File: src/rtl/sonar_ctrl_pkg.sv
// Shared definitions for the sonar sweep controller: state codes, frame layout, ASCII constants.
package sonar_ctrl_pkg;

  typedef enum logic [3:0] {
    StIdle         = 4'd0,
    StSettle       = 4'd1,
    StMedir        = 4'd2,
    StEsperaMedida = 4'd3,
    StTxChar       = 4'd4,
    StEsperaTx     = 4'd5,
    StProxPos      = 4'd6
  } estado_t;

  localparam int unsigned FRAME_LEN   = 6;
  localparam logic [6:0]  ASCII_ZERO  = 7'h30;
  localparam logic [6:0]  ASCII_COMMA = 7'h2C;
  localparam logic [6:0]  ASCII_HASH  = 7'h23;

  // Frame layout: <pos> ',' <centena> <dezena> <unidade> '#'
  function automatic logic [6:0] frame_char(input logic [2:0]  idx,
                                            input logic [2:0]  pos,
                                            input logic [11:0] bcd);
    logic [6:0] ch;
    case (idx)
      3'd0:    ch = ASCII_ZERO + {4'b0000, pos};
      3'd1:    ch = ASCII_COMMA;
      3'd2:    ch = ASCII_ZERO + {3'b000, bcd[11:8]};
      3'd3:    ch = ASCII_ZERO + {3'b000, bcd[7:4]};
      3'd4:    ch = ASCII_ZERO + {3'b000, bcd[3:0]};
      3'd5:    ch = ASCII_HASH;
      default: ch = 7'h00;
    endcase
    return ch;
  endfunction

endpackage

File: src/rtl/contador_m.sv
// Modulo counter with synchronous clear, enable and an end-of-count flag at a runtime limit.
module contador_m #(
  parameter int unsigned Width = 8
) (
  input  logic             clk_i,
  input  logic             rst_ni,
  input  logic             clear_i,
  input  logic             enable_i,
  input  logic [Width-1:0] limit_i,
  output logic             end_o
);

  logic [Width-1:0] count_d, count_q;

  assign end_o = (count_q == limit_i);

  always_comb begin
    count_d = count_q;
    if (clear_i) begin
      count_d = '0;
    end else if (enable_i) begin
      count_d = end_o ? '0 : count_q + Width'(1);
    end
  end

  always_ff @(posedge clk_i or negedge rst_ni) begin
    if (!rst_ni) begin
      count_q <= '0;
    end else begin
      count_q <= count_d;
    end
  end

endmodule

File: src/rtl/sonar_sweep_ctrl.sv
// Sonar sweep controller: settle servo, measure, send a 6-char ASCII frame, step position.
// Optional measurement timeout enabled by defining SONAR_TIMEOUT_EN.
module sonar_sweep_ctrl #(
  parameter int unsigned N_POS          = 8,
  parameter int unsigned SETTLE_CYCLES  = 250_000,
  parameter int unsigned TIMEOUT_CYCLES = 1_500_000
) (
  input  logic        clock,
  input  logic        reset,
  input  logic        ligar,
  input  logic        movimento,
  input  logic        medida_pronto,
  input  logic [11:0] medida_bcd,
  input  logic        tx_pronto,
  output logic        medir,
  output logic [2:0]  posicao,
  output logic        tx_partida,
  output logic [6:0]  tx_dado,
  output logic        fim_posicao,
  output logic [3:0]  db_estado
);

  import sonar_ctrl_pkg::*;

  if (N_POS < 2 || N_POS > 8 || SETTLE_CYCLES < 1 || TIMEOUT_CYCLES < 1) begin : gen_param_check
    $error("sonar_sweep_ctrl: parameter out of range");
  end

`ifdef SONAR_TIMEOUT_EN
  localparam int unsigned CntMax = (SETTLE_CYCLES > TIMEOUT_CYCLES) ? SETTLE_CYCLES
                                                                    : TIMEOUT_CYCLES;
`else
  localparam int unsigned CntMax = SETTLE_CYCLES;
`endif
  localparam int unsigned CntW    = (CntMax > 1) ? $clog2(CntMax) : 1;
  localparam logic [2:0]  PosLast = 3'(N_POS - 1);
  localparam logic [2:0]  IdxLast = 3'(FRAME_LEN - 1);

  estado_t     state_d, state_q;
  logic [2:0]  pos_d, pos_q;
  logic        dir_up_d, dir_up_q;
  logic [2:0]  idx_d, idx_q;
  logic [11:0] frame_d, frame_q;

  logic            cnt_clear, cnt_enable, cnt_end;
  logic [CntW-1:0] cnt_limit;

`ifdef SONAR_TIMEOUT_EN
  // One counter serves both waits; the limit follows the state using it.
  assign cnt_limit = (state_q == StSettle) ? CntW'(SETTLE_CYCLES - 1)
                                           : CntW'(TIMEOUT_CYCLES - 1);
`else
  assign cnt_limit = CntW'(SETTLE_CYCLES - 1);
`endif

  contador_m #(
    .Width (CntW)
  ) u_contador (
    .clk_i    (clock),
    .rst_ni   (reset),
    .clear_i  (cnt_clear),
    .enable_i (cnt_enable),
    .limit_i  (cnt_limit),
    .end_o    (cnt_end)
  );

  always_comb begin
    state_d    = state_q;
    pos_d      = pos_q;
    dir_up_d   = dir_up_q;
    idx_d      = idx_q;
    frame_d    = frame_q;
    cnt_clear  = 1'b1;
    cnt_enable = 1'b0;
    unique case (state_q)
      StIdle: begin
        if (ligar) state_d = StSettle;
      end
      StSettle: begin
        cnt_clear  = 1'b0;
        cnt_enable = 1'b1;
        if (cnt_end) state_d = StMedir;
      end
      StMedir: begin
        state_d = StEsperaMedida;
      end
      StEsperaMedida: begin
        if (medida_pronto) begin
          frame_d = medida_bcd;
          idx_d   = '0;
          state_d = StTxChar;
        end
`ifdef SONAR_TIMEOUT_EN
        else begin
          cnt_clear  = 1'b0;
          cnt_enable = 1'b1;
          if (cnt_end) begin
            frame_d = 12'h999;
            idx_d   = '0;
            state_d = StTxChar;
          end
        end
`endif
      end
      StTxChar: begin
        state_d = StEsperaTx;
      end
      StEsperaTx: begin
        if (tx_pronto) begin
          if (idx_q < IdxLast) begin
            idx_d   = idx_q + 3'd1;
            state_d = StTxChar;
          end else begin
            idx_d   = '0;
            state_d = StProxPos;
          end
        end
      end
      StProxPos: begin
        // Ping-pong sweep: endpoints are visited once per pass.
        if (movimento) begin
          if (dir_up_q) begin
            if (pos_q == PosLast) begin
              dir_up_d = 1'b0;
              pos_d    = pos_q - 3'd1;
            end else begin
              pos_d = pos_q + 3'd1;
            end
          end else begin
            if (pos_q == 3'd0) begin
              dir_up_d = 1'b1;
              pos_d    = pos_q + 3'd1;
            end else begin
              pos_d = pos_q - 3'd1;
            end
          end
        end
        state_d = ligar ? StSettle : StIdle;
      end
      default: begin
        state_d = StIdle;
      end
    endcase
  end

  always_ff @(posedge clock or negedge reset) begin
    if (!reset) begin
      state_q  <= StIdle;
      pos_q    <= '0;
      dir_up_q <= 1'b1;
      idx_q    <= '0;
      frame_q  <= '0;
    end else begin
      state_q  <= state_d;
      pos_q    <= pos_d;
      dir_up_q <= dir_up_d;
      idx_q    <= idx_d;
      frame_q  <= frame_d;
    end
  end

  assign medir       = (state_q == StMedir);
  assign tx_partida  = (state_q == StTxChar);
  assign fim_posicao = (state_q == StProxPos);
  assign posicao     = pos_q;
  assign db_estado   = state_q;
  assign tx_dado     = (state_q == StTxChar || state_q == StEsperaTx)
                       ? frame_char(idx_q, pos_q, frame_q) : 7'h00;

endmodule
File: config.mk
export PLATFORM = sky130hd
export DESIGN_NAME = sonar_sweep_ctrl
export DESIGN_NICKNAME = d
export VERILOG_FILES = /design/src/rtl/sonar_ctrl_pkg.sv /design/src/rtl/contador_m.sv /design/src/rtl/sonar_sweep_ctrl.sv
export SDC_FILE = /design/constraint.sdc
export NUM_CORES = 1
export LEC_CHECK = 0
export BUFFER_PORTS_ARGS = -buffer_cell sky130_fd_sc_hd__clkbuf_2
export CORE_UTILIZATION = 49
export CTS_BUF_LIST = sky130_fd_sc_hd__clkbuf_8
export DETAILED_ROUTE_END_ITERATION = 8
export PLACE_DENSITY = 0.67
export SLEW_MARGIN = 20
export SYNTH_ARGS = -nofsm -noshare
export SYNTH_HDL_FRONTEND = slang
export SYNTH_SLANG_ARGS = --single-unit
export TNS_END_PERCENT = 5
File: constraint.sdc
create_clock -name clock -period 4.31 [get_ports clock]
set_input_delay 0.2155 -clock clock [delete_from_list [all_inputs] [get_ports clock]]
set_output_delay 0.2155 -clock clock [all_outputs]
set_load 0.01 [all_outputs]
==> run_results.csv <==
group,metric,value,unit
clock_network,cts_buffers,5,
layout,final_core_util,0.577,
timing,fmax,0.380,GHz
route,drc_errors,0,
floorplan,die_h,69.7,µm
floorplan,die_width,69.7,µm
timing,final.setup.tns,0,ns
outcome,status,"finished clean",
floorplan,core,0.00438,mm²
floorplan,start_util,0.513,
clock_network,cts_resized,0,
yosys,syn-cell-area,0.00225,mm²
timing,hold_viol,0,
route,viasPerCell,5.48,
clock_network,cts_tree,"done",
floorplan,core.rowCount,24,
layout,multiInputGateArea,0.00115,mm²
clock_network,ctsHtreeMaxLevel,2,
timing,period_share,0.611,
layout,final_cell_mix,"dfrtp_1, clkbuf_2, nor2_1",
layout,antenna_cells,0,
grt,grt_antenna_before_repair,0,
clock_network,cts_sinks,40,
yosys,ys_warn_count,0,
yosys,synth.avg_cell_area,10.3,µm²
yosys,synth_cell_type_count,50,
floorplan,ios,35,
critical_path,startpoint_type,"flip-flop",
clock_network,postCtsHoldBufs,0,
yosys,ys_ff_latch,40,
critical_path,cp.required,4.09,ns
placed_design,gp_congestion,0.850,
timing,tightest_slew,0.858,ns
clock_network,cts_buffer_depth,2,
route,vias,1650,
critical_path,worstPathMaxFanout,14,
layout,final_common_cell,"dfrtp_1",
critical_path,cpPeakStageDelay,0.81,ns
yosys,synth_edf_count,0,
timing,rsz0062_at_grt,"no",
route,post_drt_wl_per_cell,13.7,µm
clock_network,root_buffer,"clkbuf_8",
timing,setup_viol,0,
route,drt-pass1-iter-count,4,
critical_path,cp-end-kind,"output port",
layout,postLayoutCellArea,0.00253,mm²
layout,syn_to_final_growth,12.5,%
layout,final_nets,276,
pwr,p_leak,1.19,nW
timing,final.setup_skew,0.00984,ns
timing,drv_slew,0,
yosys,yosysTopAreaCellShare,0.434,
grt,grt_pass1_vias,1611,
critical_path,crit_type,"reg2out",
pwr,cellPowerDensity,465,mW/mm²
clock_network,cts.reportedPaths.clkPinSlew,0.08,ns
grt,grt_usage,0.192,
critical_path,path_cells,"inv_1 > ha_1 > o41ai_1 > a21oi_1 > clkbuf_2",
yosys,async_flop_share,1.00,
timing,worst_hold_slack,0.0251,ns
grt,grt_max_degree,41,
yosys,ys.flop_type,"dfrtp_1",
critical_path,r2r_setup_slack,2.36,ns
timing,slew_headroom,0.420,
placed_design,numPortBuffers,32,
job,timing.max_cap.violations,0,
floorplan,die_area,0.00486,mm²
placed_design,dp_hpwl,2960,µm
yosys,synth_area_leaders,"dfrtp_1, mux2_1, ha_1",
route,dr.first_iter.drc_count,79,
timing,finalCriticalPeriod,2.63,ns
layout,drive_gt1_frac,0.197,
grt,grt_pass1_wl,7380,µm
placed_design,placed_area,0.00240,mm²
layout,fill_cells,394,
yosys,yosysSeqAreaShare,0.446,
pwr,ir_drop,0.000296,V
critical_path,arrival,2.42,ns
yosys,synthesis.instances,218,
route,ant_nets,0,
clock_network,insertion_delay,0.29,ns
grt,grt_remaining_overflow,0,
critical_path,critPathSlowestCell,"o41ai_1",
clock_network,post-cts-setup-buffers,0,
route,routed_wl,4110,µm
layout,regArea,0.00100,mm²
hold_path,hold_path.class,"in2async",
yosys,yosys.area.top_type,"dfrtp_1",
[state kept, by name (all words and copies together), names as in the netlist]
| name | cells |
|---|---|
| dir_up_q | 1 |
| idx_q | 3 |
| frame_q | 12 |
| db_estado | 3 |
| u_contador.count_q | 18 |
| posicao | 3 |
[cell type report]
class | count | share of cell area
multi-input cells | 161 | 0.453
flip-flops and latches | 40 | 0.396
repair buffers | 32 | 0.0633
clock buffers | 7 | 0.0381
well taps | 52 | 0.0257
clock inverters | 1 | 0.0119
inverters | 8 | 0.0119
[cells by family (layout without fill, tap and decap cells)]
logic type	after synthesis	in the layout	share of synthesized area
AOI/OAI and AO/OA	29	29	0.0929
muxes	19	19	0.0929
and+or+nand+nor	85	85	0.203
buffers and inverters	18	48	0.0462
adders and majority gates	10	10	0.0556
xor gates and xnor gates	16	16	0.0623
DFF	40	40	0.446
other	1	2	0.00167
[routing by layer]
| metal | vias to the layer above | GRT usage | wire length [µm] |
|---|---|---|---|
| li1 | 829 | - | - |
| met1 | 793 | 0.238 | 1940 |
| met2 | 23 | 0.321 | 1990 |
| met3 | 5 | 0.0509 | 118 |
| met4 | 0 | 0.0711 | 65 |
| met5 | - | 0 | 0 |
[final timing paths]
check,from,to,depth (start not counted)
min,reset,posicao[1],1
min reg2reg,frame_q[3],frame_q[3],1
max reg2reg,db_estado[1],frame_q[6],3
min in group clock,medida_bcd[2],frame_q[2],2
max,idx_q[2],tx_dado[0],5
max in group asynchronous,reset,u_contador.count_q[12],1
[through the flow]
stage | setup WS, ns | cells | power (mW)
after floorplan | 2.32 | 219 | 0.749
after global placement | 2.22 | 293 | 0.849
after detailed placement | 2.08 | 293 | 0.856
after CTS | 1.75 | 301 | 1.19
after global routing | 1.48 | 301 | 1.26
final | 1.68 | 301 | 1.18
[synth_stat cells, types with 3 or more instances]
cell type and count:
ha_1 10, nor3_1 3, mux2i_1 4, nand3_1 9
xnor2_1 12, nand2_1 18, buf_4 3, nor2b_1 3
dfrtp_1 39, nor2_1 23, nand4_1 6, nor4_1 7
buf_6 3, mux2_1 13, a21oi_1 7, inv_1 8
xor2_1 4, o21ai_0 5
[critical path, delay by kind of cell (launching register included)]
family | cells | cell delay (ns)
adder cells (fa/ha/maj) | 1 | 0.28
flip-flops | 1 | 0.59
AO/OA/AOI/OAI | 2 | 0.93
buffers and inverters | 2 | 0.31
[power by group]
group	total [mW]	switching, mW	internal, mW
logic	0.332	0.192	0.140
clock network	0.333	0.128	0.204
registers	0.513	0.0762	0.437
total	1.18	0.397	0.781
Power figures use the tool's default switching activity.
